## config.mk

```make
export PLATFORM = sky130hd
export DESIGN_NAME = timeset_ctrl
export DESIGN_NICKNAME = d
export VERILOG_FILES = /design/src/rtl/timeset_ctrl.sv
export SDC_FILE = /design/constraint.sdc
export NUM_CORES = 1
export LEC_CHECK = 0
export CAP_MARGIN = 20
export CELL_PAD_IN_SITES_DETAIL_PLACEMENT = 0
export CELL_PAD_IN_SITES_GLOBAL_PLACEMENT = 1
export CORE_UTILIZATION = 40
export CTS_CLUSTER_SIZE = 14
export DETAILED_ROUTE_END_ITERATION = 10
export GPL_TIMING_DRIVEN = 1
export PLACE_DENSITY = 0.8
export SKIP_LAST_GASP = 1
export SYNTH_ARGS = -nofsm -noshare
export SYNTH_HDL_FRONTEND = slang
export SYNTH_HIERARCHICAL = 1
export SYNTH_SLANG_ARGS = --single-unit
```

## constraint.sdc

```tcl
create_clock -name i_clk -period 2.2 [get_ports i_clk]
set_input_delay 0.22 -clock i_clk [delete_from_list [all_inputs] [get_ports i_clk]]
set_output_delay 0.22 -clock i_clk [all_outputs]
set_load 0.05 [all_outputs]
```

## src/rtl/timeset_ctrl.sv

```systemverilog
// timeset_ctrl: time-setting controller for a digital clock.
// Two debounced pushbuttons (MODE, SET) drive a RUN / SET_HOUR / SET_MIN
// state machine. The outputs are single-cycle increment/clear pulses, a
// gated seconds enable and a blink control for the field being edited.

// ---------------------------------------------------------------------------
// timeset_ctrl_debounce: two-flop synchronizer, stable-count debouncer and
// press detector for one active-low pushbutton.
// ---------------------------------------------------------------------------
module timeset_ctrl_debounce #(
    parameter int DEB_CYCLES = 500000
) (
    input  logic i_clk,
    input  logic i_rst_n,
    input  logic i_active,   // low while the reset-release pipe is still filling
    input  logic i_btn_n,    // raw asynchronous button, 0 = pressed
    output logic o_level_n,  // debounced level, 0 = pressed
    output logic o_press     // one-cycle pulse on debounced released->pressed
);

    localparam int CW = (DEB_CYCLES > 1) ? $clog2(DEB_CYCLES + 1) : 1;
    localparam logic [CW-1:0] DEB_LAST = CW'(DEB_CYCLES - 1);

    logic [1:0]    r_sync;
    logic [CW-1:0] r_cnt;
    logic          r_level_n;
    logic          r_level_n_d;
    logic          w_sample_n;

    assign w_sample_n = r_sync[1];

    // Two-flop synchronizer; resets to "released" so no press is invented.
    // NOTE: every sequential block uses non-blocking (<=) so all flops sample
    // the pre-edge values; blocking here would collapse the two stages.
    always_ff @(posedge i_clk or negedge i_rst_n) begin
        if (!i_rst_n) begin
            r_sync <= 2'b11;
        end else if (i_active) begin
            r_sync <= {r_sync[0], i_btn_n};
        end
    end

    // Debouncer: the level flips only after DEB_CYCLES consecutive samples
    // disagree with it; any agreeing sample restarts the count.
    always_ff @(posedge i_clk or negedge i_rst_n) begin
        if (!i_rst_n) begin
            r_level_n <= 1'b1;
            r_cnt     <= '0;
        end else if (i_active) begin
            if (w_sample_n == r_level_n) begin
                r_cnt <= '0;
            end else if (r_cnt == DEB_LAST) begin
                r_level_n <= w_sample_n;
                r_cnt     <= '0;
            end else begin
                r_cnt <= r_cnt + 1'b1;
            end
        end
    end

    // Delayed copy of the debounced level for edge detection.
    always_ff @(posedge i_clk or negedge i_rst_n) begin
        if (!i_rst_n) begin
            r_level_n_d <= 1'b1;
        end else if (i_active) begin
            r_level_n_d <= r_level_n;
        end
    end

    assign o_level_n = r_level_n;
    assign o_press   = r_level_n_d & ~r_level_n;

endmodule

// ---------------------------------------------------------------------------
// timeset_ctrl: top level
// ---------------------------------------------------------------------------
module timeset_ctrl #(
    parameter int DEB_CYCLES = 500000,
    parameter int REP_TICKS  = 2
) (
    input  logic       i_clk,
    input  logic       i_rst_n,
    input  logic       i_en1hz,
    input  logic       i_btn_mode,
    input  logic       i_btn_set,
    output logic       o_sec_en,
    output logic       o_sec_clr,
    output logic       o_min_inc,
    output logic       o_hour_inc,
    output logic [1:0] o_mode,
    output logic       o_blink
);

    typedef enum logic [1:0] {
        ST_RUN      = 2'd0,
        ST_SET_HOUR = 2'd1,
        ST_SET_MIN  = 2'd2
    } state_t;

    localparam int HW = (REP_TICKS > 1) ? $clog2(REP_TICKS + 1) : 1;
    localparam logic [HW-1:0] REP_MAX = HW'(REP_TICKS);

    logic [1:0]    r_rst_pipe;
    logic          w_active;

    state_t        r_state;
    state_t        w_state_next;

    logic [HW-1:0] r_hold;
    logic          r_sec_en;
    logic          r_sec_clr;
    logic          r_min_inc;
    logic          r_hour_inc;
    logic          r_blink;

    logic          w_mode_level_n;
    logic          w_mode_press;
    logic          w_set_level_n;
    logic          w_set_press;

    logic          w_set_state;
    logic          w_state_change;
    logic          w_repeat;
    logic          w_inc_req;
    logic          w_sec_en_next;
    logic          w_sec_clr_next;
    logic          w_min_inc_next;
    logic          w_hour_inc_next;
    logic          w_blink_next;

    // Reset-release pipe: no state moves until two edges after reset rises.
    always_ff @(posedge i_clk or negedge i_rst_n) begin
        if (!i_rst_n) begin
            r_rst_pipe <= 2'b00;
        end else begin
            r_rst_pipe <= {r_rst_pipe[0], 1'b1};
        end
    end

    assign w_active = r_rst_pipe[1];

    timeset_ctrl_debounce #(.DEB_CYCLES(DEB_CYCLES)) u_deb_mode (
        .i_clk     (i_clk),
        .i_rst_n   (i_rst_n),
        .i_active  (w_active),
        .i_btn_n   (i_btn_mode),
        .o_level_n (w_mode_level_n),
        .o_press   (w_mode_press)
    );

    timeset_ctrl_debounce #(.DEB_CYCLES(DEB_CYCLES)) u_deb_set (
        .i_clk     (i_clk),
        .i_rst_n   (i_rst_n),
        .i_active  (w_active),
        .i_btn_n   (i_btn_set),
        .o_level_n (w_set_level_n),
        .o_press   (w_set_press)
    );

    // Next state and next registered outputs; MODE has priority over SET.
    // NOTE: every signal gets a default at the top so no path leaves one
    // unassigned, which would otherwise infer a latch.
    always_comb begin
        w_state_next = r_state;
        unique case (r_state)
            ST_RUN:      if (w_mode_press) w_state_next = ST_SET_HOUR;
            ST_SET_HOUR: if (w_mode_press) w_state_next = ST_SET_MIN;
            ST_SET_MIN:  if (w_mode_press) w_state_next = ST_RUN;
            default:     w_state_next = ST_RUN;
        endcase

        w_set_state    = (r_state == ST_SET_HOUR) || (r_state == ST_SET_MIN);
        w_state_change = (w_state_next != r_state);

        // Auto-repeat fires on each tick once the hold counter has saturated.
        w_repeat  = w_set_state && !w_set_level_n && i_en1hz && (r_hold == REP_MAX);
        w_inc_req = w_set_state && !w_mode_press && !w_state_change
                    && (w_set_press || w_repeat);

        w_hour_inc_next = w_inc_req && (r_state == ST_SET_HOUR);
        w_min_inc_next  = w_inc_req && (r_state == ST_SET_MIN);
        w_sec_clr_next  = (r_state == ST_SET_MIN) && w_mode_press;
        w_sec_en_next   = i_en1hz && (r_state == ST_RUN);

        // Blink shows in RUN, restarts shown on entry, toggles per tick.
        w_blink_next = r_blink;
        if (w_state_next == ST_RUN || w_state_change) begin
            w_blink_next = 1'b1;
        end else if (i_en1hz) begin
            w_blink_next = ~r_blink;
        end
    end

    // State register.
    always_ff @(posedge i_clk or negedge i_rst_n) begin
        if (!i_rst_n) begin
            r_state <= ST_RUN;
        end else if (w_active) begin
            r_state <= w_state_next;
        end
    end

    // Hold counter: counts ticks while SET is held in a set state, saturating.
    always_ff @(posedge i_clk or negedge i_rst_n) begin
        if (!i_rst_n) begin
            r_hold <= '0;
        end else if (w_active) begin
            if (w_set_level_n || !w_set_state || w_state_change) begin
                r_hold <= '0;
            end else if (i_en1hz && (r_hold != REP_MAX)) begin
                r_hold <= r_hold + 1'b1;
            end
        end
    end

    // Registered outputs, each driven from a single-cycle next value.
    always_ff @(posedge i_clk or negedge i_rst_n) begin
        if (!i_rst_n) begin
            r_sec_en   <= 1'b0;
            r_sec_clr  <= 1'b0;
            r_min_inc  <= 1'b0;
            r_hour_inc <= 1'b0;
            r_blink    <= 1'b1;
        end else if (w_active) begin
            r_sec_en   <= w_sec_en_next;
            r_sec_clr  <= w_sec_clr_next;
            r_min_inc  <= w_min_inc_next;
            r_hour_inc <= w_hour_inc_next;
            r_blink    <= w_blink_next;
        end
    end

    assign o_sec_en   = r_sec_en;
    assign o_sec_clr  = r_sec_clr;
    assign o_min_inc  = r_min_inc;
    assign o_hour_inc = r_hour_inc;
    assign o_mode     = r_state;
    assign o_blink    = r_blink;

endmodule

```

==> metrics.md <==
| Metric | Value |
|---|---|
| Syn Area/Cell | `9.965 sq um` |
| Adder-cell share of the synthesized area | `0.02600` |
| Root Buffer | `clkbuf_8` |
| CP max stage cell | `dfrtp_1` |
| Remaining DRCs | `0` |
| Die area | `0.008792 sq mm` |
| Number of antenna violations at the first check in global routing | `0` |
| Minimum clock period after layout | `2.009 ns` |
| Xor-xnor portion of the synthesized cell area | `0.02006` |
| Synth area leader | `dfrtp_1` |
| Worst setup SP type | `flop` |
| Endpoints failing setup | `0` |
| FFs w/ async S/R, synth | `1.000` |
| Initial Util | `0.4120` |
| DIE WIDTH | `93.77 um` |
| Setup CP Type | `reg2reg` |
| Clock Sinks | `57` |
| Main combinational cell family by area after synthesis | `simple AND/OR/NAND/NOR gates` |
| H-Tree Level Count | `3` |
| Top FF cell, synth | `dfrtp_1` |
| Setup crit start | `u_deb_set/r_cnt[9]` |
| Multi-input gate area | `0.001794 sq mm` |
| Setup TNS | `0 ns` |
| Reg clk slew, reported paths | `0.08 ns` |
| CP peak stage delay | `0.45 ns` |
| Worst R2R Start | `u_deb_set/r_cnt[9]` |
| Row count | `33` |
| CTS tree | `done` |
| Hold_sp | `r_rst_pipe[0]` |
| Yosys warns | `6` |
| P&R area growth vs syn | `14.49%` |
| Pre-antenna DRT Iters | `4` |
| Final GP Congestion | `0.8126` |
| FF+latch area | `0.001438 sq mm` |
| Mapped Area | `0.003368 sq mm` |
| Fin. Hold Viols | `0` |
| PortBufs | `11` |
| Worst-path cell chain | `nor4_1 -> nand4_2 -> o21ai_2 -> o21ai_0 -> mux2_2` |
| Max_cap viols | `0` |
| Filler cell count in the final layout | `766` |
| Ratio of cells with drive above 1 in the final layout | `0.2094` |
| CTS Buffer Depth | `2` |
| Sequential-to-total area share from yosys stat | `0.4268` |
| Status | `complete, no violations` |
| Mux cell area share after synthesis | `0.05201` |
| Leakage power | `0.001602 uW` |
| Max-slew violation count | `0` |
| Netlist cell types | `54` |
| Core Region | `0.008175 sq mm` |
| Post-synth top cells | `48 x dfrtp_1, 30 x o21ai_0, 26 x nand2_1` |
| Nets | `370` |
| Post-Route WL | `6957 um` |
| Count leader, synth | `dfrtp_1` |
| Setup bufs post-CTS | `0` |
| Area fraction in compound gates after synthesis | `0.1898` |
| Power Density | `643.1 mW/mm^2` |
| Period utilisation layout | `0.9130` |
| Fmax | `0.4979 GHz` |
| Num ports | `12` |
| CP Capture Point | `u_deb_set/r_cnt[18]` |
| FF-to-FF setup slack | `0.19 ns` |
| Finished Layout Cells | `468` |
| Clock latency on the worst-skew pair | `0.33 ns` |
| Avg WL per Cell | `14.87 um` |
| First-pass GRT wire length | `12,350 um` |
| Initial DRC Count | `101` |
| Critical Path Sink Type | `flop` |
| Routed Antenna Nets | `0` |
| GR Overflow Total | `0` |
| Slew headroom | `0.5699` |
| Diodes inserted | `0` |
| Hpwl dp | `4705 um` |
| Syn Inst Count | `338` |
| Crit path arrival time | `2.23 ns` |
| R2R cell count | `5` |
| Via count | `2,600` |
| Vias in the first global route | `2,568` |
| Largest cells by area after synthesis | `dfrtp_1 36%, dfstp_2 7.0%, o21ai_0 4.5%` |
| Yosys top cell area share | `0.3566` |
| Die height | `93.77 um` |
| Worst Clk Skew | `0.01107 ns` |
| WP data required | `2.42 ns` |
| Dpl cells | `451` |
| RSZ-0062 raised after global routing | `no` |
| Largest net degree at the start of global routing | `32` |
| Synth Area in Simple Gates | `0.2415` |
| Net Count, Synth | `350` |
| DR vias/cell | `5.556` |
| Worst-Margin Slew | `0.6452 ns` |
| Post-synth EDFFs | `0` |
| FF+latch count, synth | `57` |
| Hold WC Path Type | `reg2reg` |
| CP Max Fanout | `9` |
| Reg2reg end | `u_deb_set/r_cnt[18]` |
| Peak VDD IR | `0.3322 mV` |
| Num CTS Buffers | `9` |
| GRT Total Usage | `0.1769` |
-- timing repair --
item	in CTS	in global routing
endpoints found under the setup margin	0	2
hold buffers	1	0
gates resized for setup	0	1
endpoints found under the hold margin	26	0
-- cells in the final DEF, fill, tap and decap left out, types with 3 or more instances in the layout --
master,instances
a211o_1,3
a21o_1,12
a21oi_1,9
a22o_1,4
a31oi_1,4
and3_1,8
and4bb_2,4
buf_4,5
clkbuf_8,9
clkdlybuf4s50_1,10
dfrtp_1,48
dfstp_2,9
ha_1,7
inv_1,22
mux2_2,12
mux2i_1,4
nand2_1,26
nand2b_1,5
nand3_1,16
nand4b_1,3
nor2_1,14
nor2b_1,5
nor3_1,12
nor4_1,14
o21ai_0,30
o32ai_1,3
or3_1,6
xnor2_1,4
-- report_power, final --
part           internal [uW]  switching, uW  total [uW]  leakage [uW]
combinational            109            158         267      0.000744
clock                    637            447        1080      0.000106
sequential              1090           37.1        1130      0.000753
total                   1840            642        2480       0.00160
-- kinds of logic (layout without fill, tap and decap cells) --
logic type,Yosys count,in the layout
AOI/OAI and AO/OA,88,88
xor gates and xnor gates,6,6
adders and majority gates,7,7
buffers and inverters,32,57
DFF,57,57
muxes,16,16
other,1,1
and+or+nand+nor,131,131
-- registers in the layout, summed over array words and instances, names as in the netlist, 2 cells and up --
register,count
o_mode,2
u_deb_set/r_cnt,19
u_deb_mode/r_cnt,19
u_deb_set/r_sync,2
r_hold,2
u_deb_mode/r_sync,2
r_rst_pipe,2
-- worst min-delay path by stage --
stage	end	slack [ns]	cells after the start
finish	r_rst_pipe[1]	0.36	0
global route	r_rst_pipe[1]	0.36	0
global placement	u_deb_set/r_cnt[17]	0.29	1
CTS	r_rst_pipe[1]	0.36	0
floorplan	o_hour_inc	-0.08	0
detailed placement	u_deb_set/r_cnt[17]	0.29	1
-- routing by layer --
layer	vias to the layer above	part of all wire	GRT usage
li1	1286	-	-
met3	8	0.036	0.04612
met1	1264	0.49	0.2393
met4	0	0.012	0.04615
met2	42	0.47	0.2798
met5	-	0	0
-- critical path, delay by kind of cell (launching register included) --
family           cells  cell delay (ns)
multiplexers         1             0.29
AND/OR/NAND/NOR      2             0.60
flip-flops           1             0.45
AO/OA/AOI/OAI        2             0.56
-- final cells by class --
type / count / share of cell area
well taps: 105 / 0.03407
clock inverters: 7 / 0.02433
inverters: 22 / 0.02141
flip-flops and latches: 57 / 0.3728
clock buffers: 9 / 0.03212
multi-input cells: 249 / 0.4653
repair buffers: 19 / 0.04997
-- per-stage QoR --
step	hold slack [ns]	power (uW)	utilization	area, sq um	worst slack, ns
floorplan	-0.07559	1317	-	3368	0.3261
global placement	0.2893	1411	0.4429	3621	0.2529
detailed placement	0.2889	1413	0.4429	3621	0.2108
CTS	0.3615	2520	0.4708	3849	0.1932
global route	0.3641	2606	0.4717	3856	0.07743
finish	0.3567	2480	0.4717	3856	0.1914
Power figures use the tool's default switching activity.
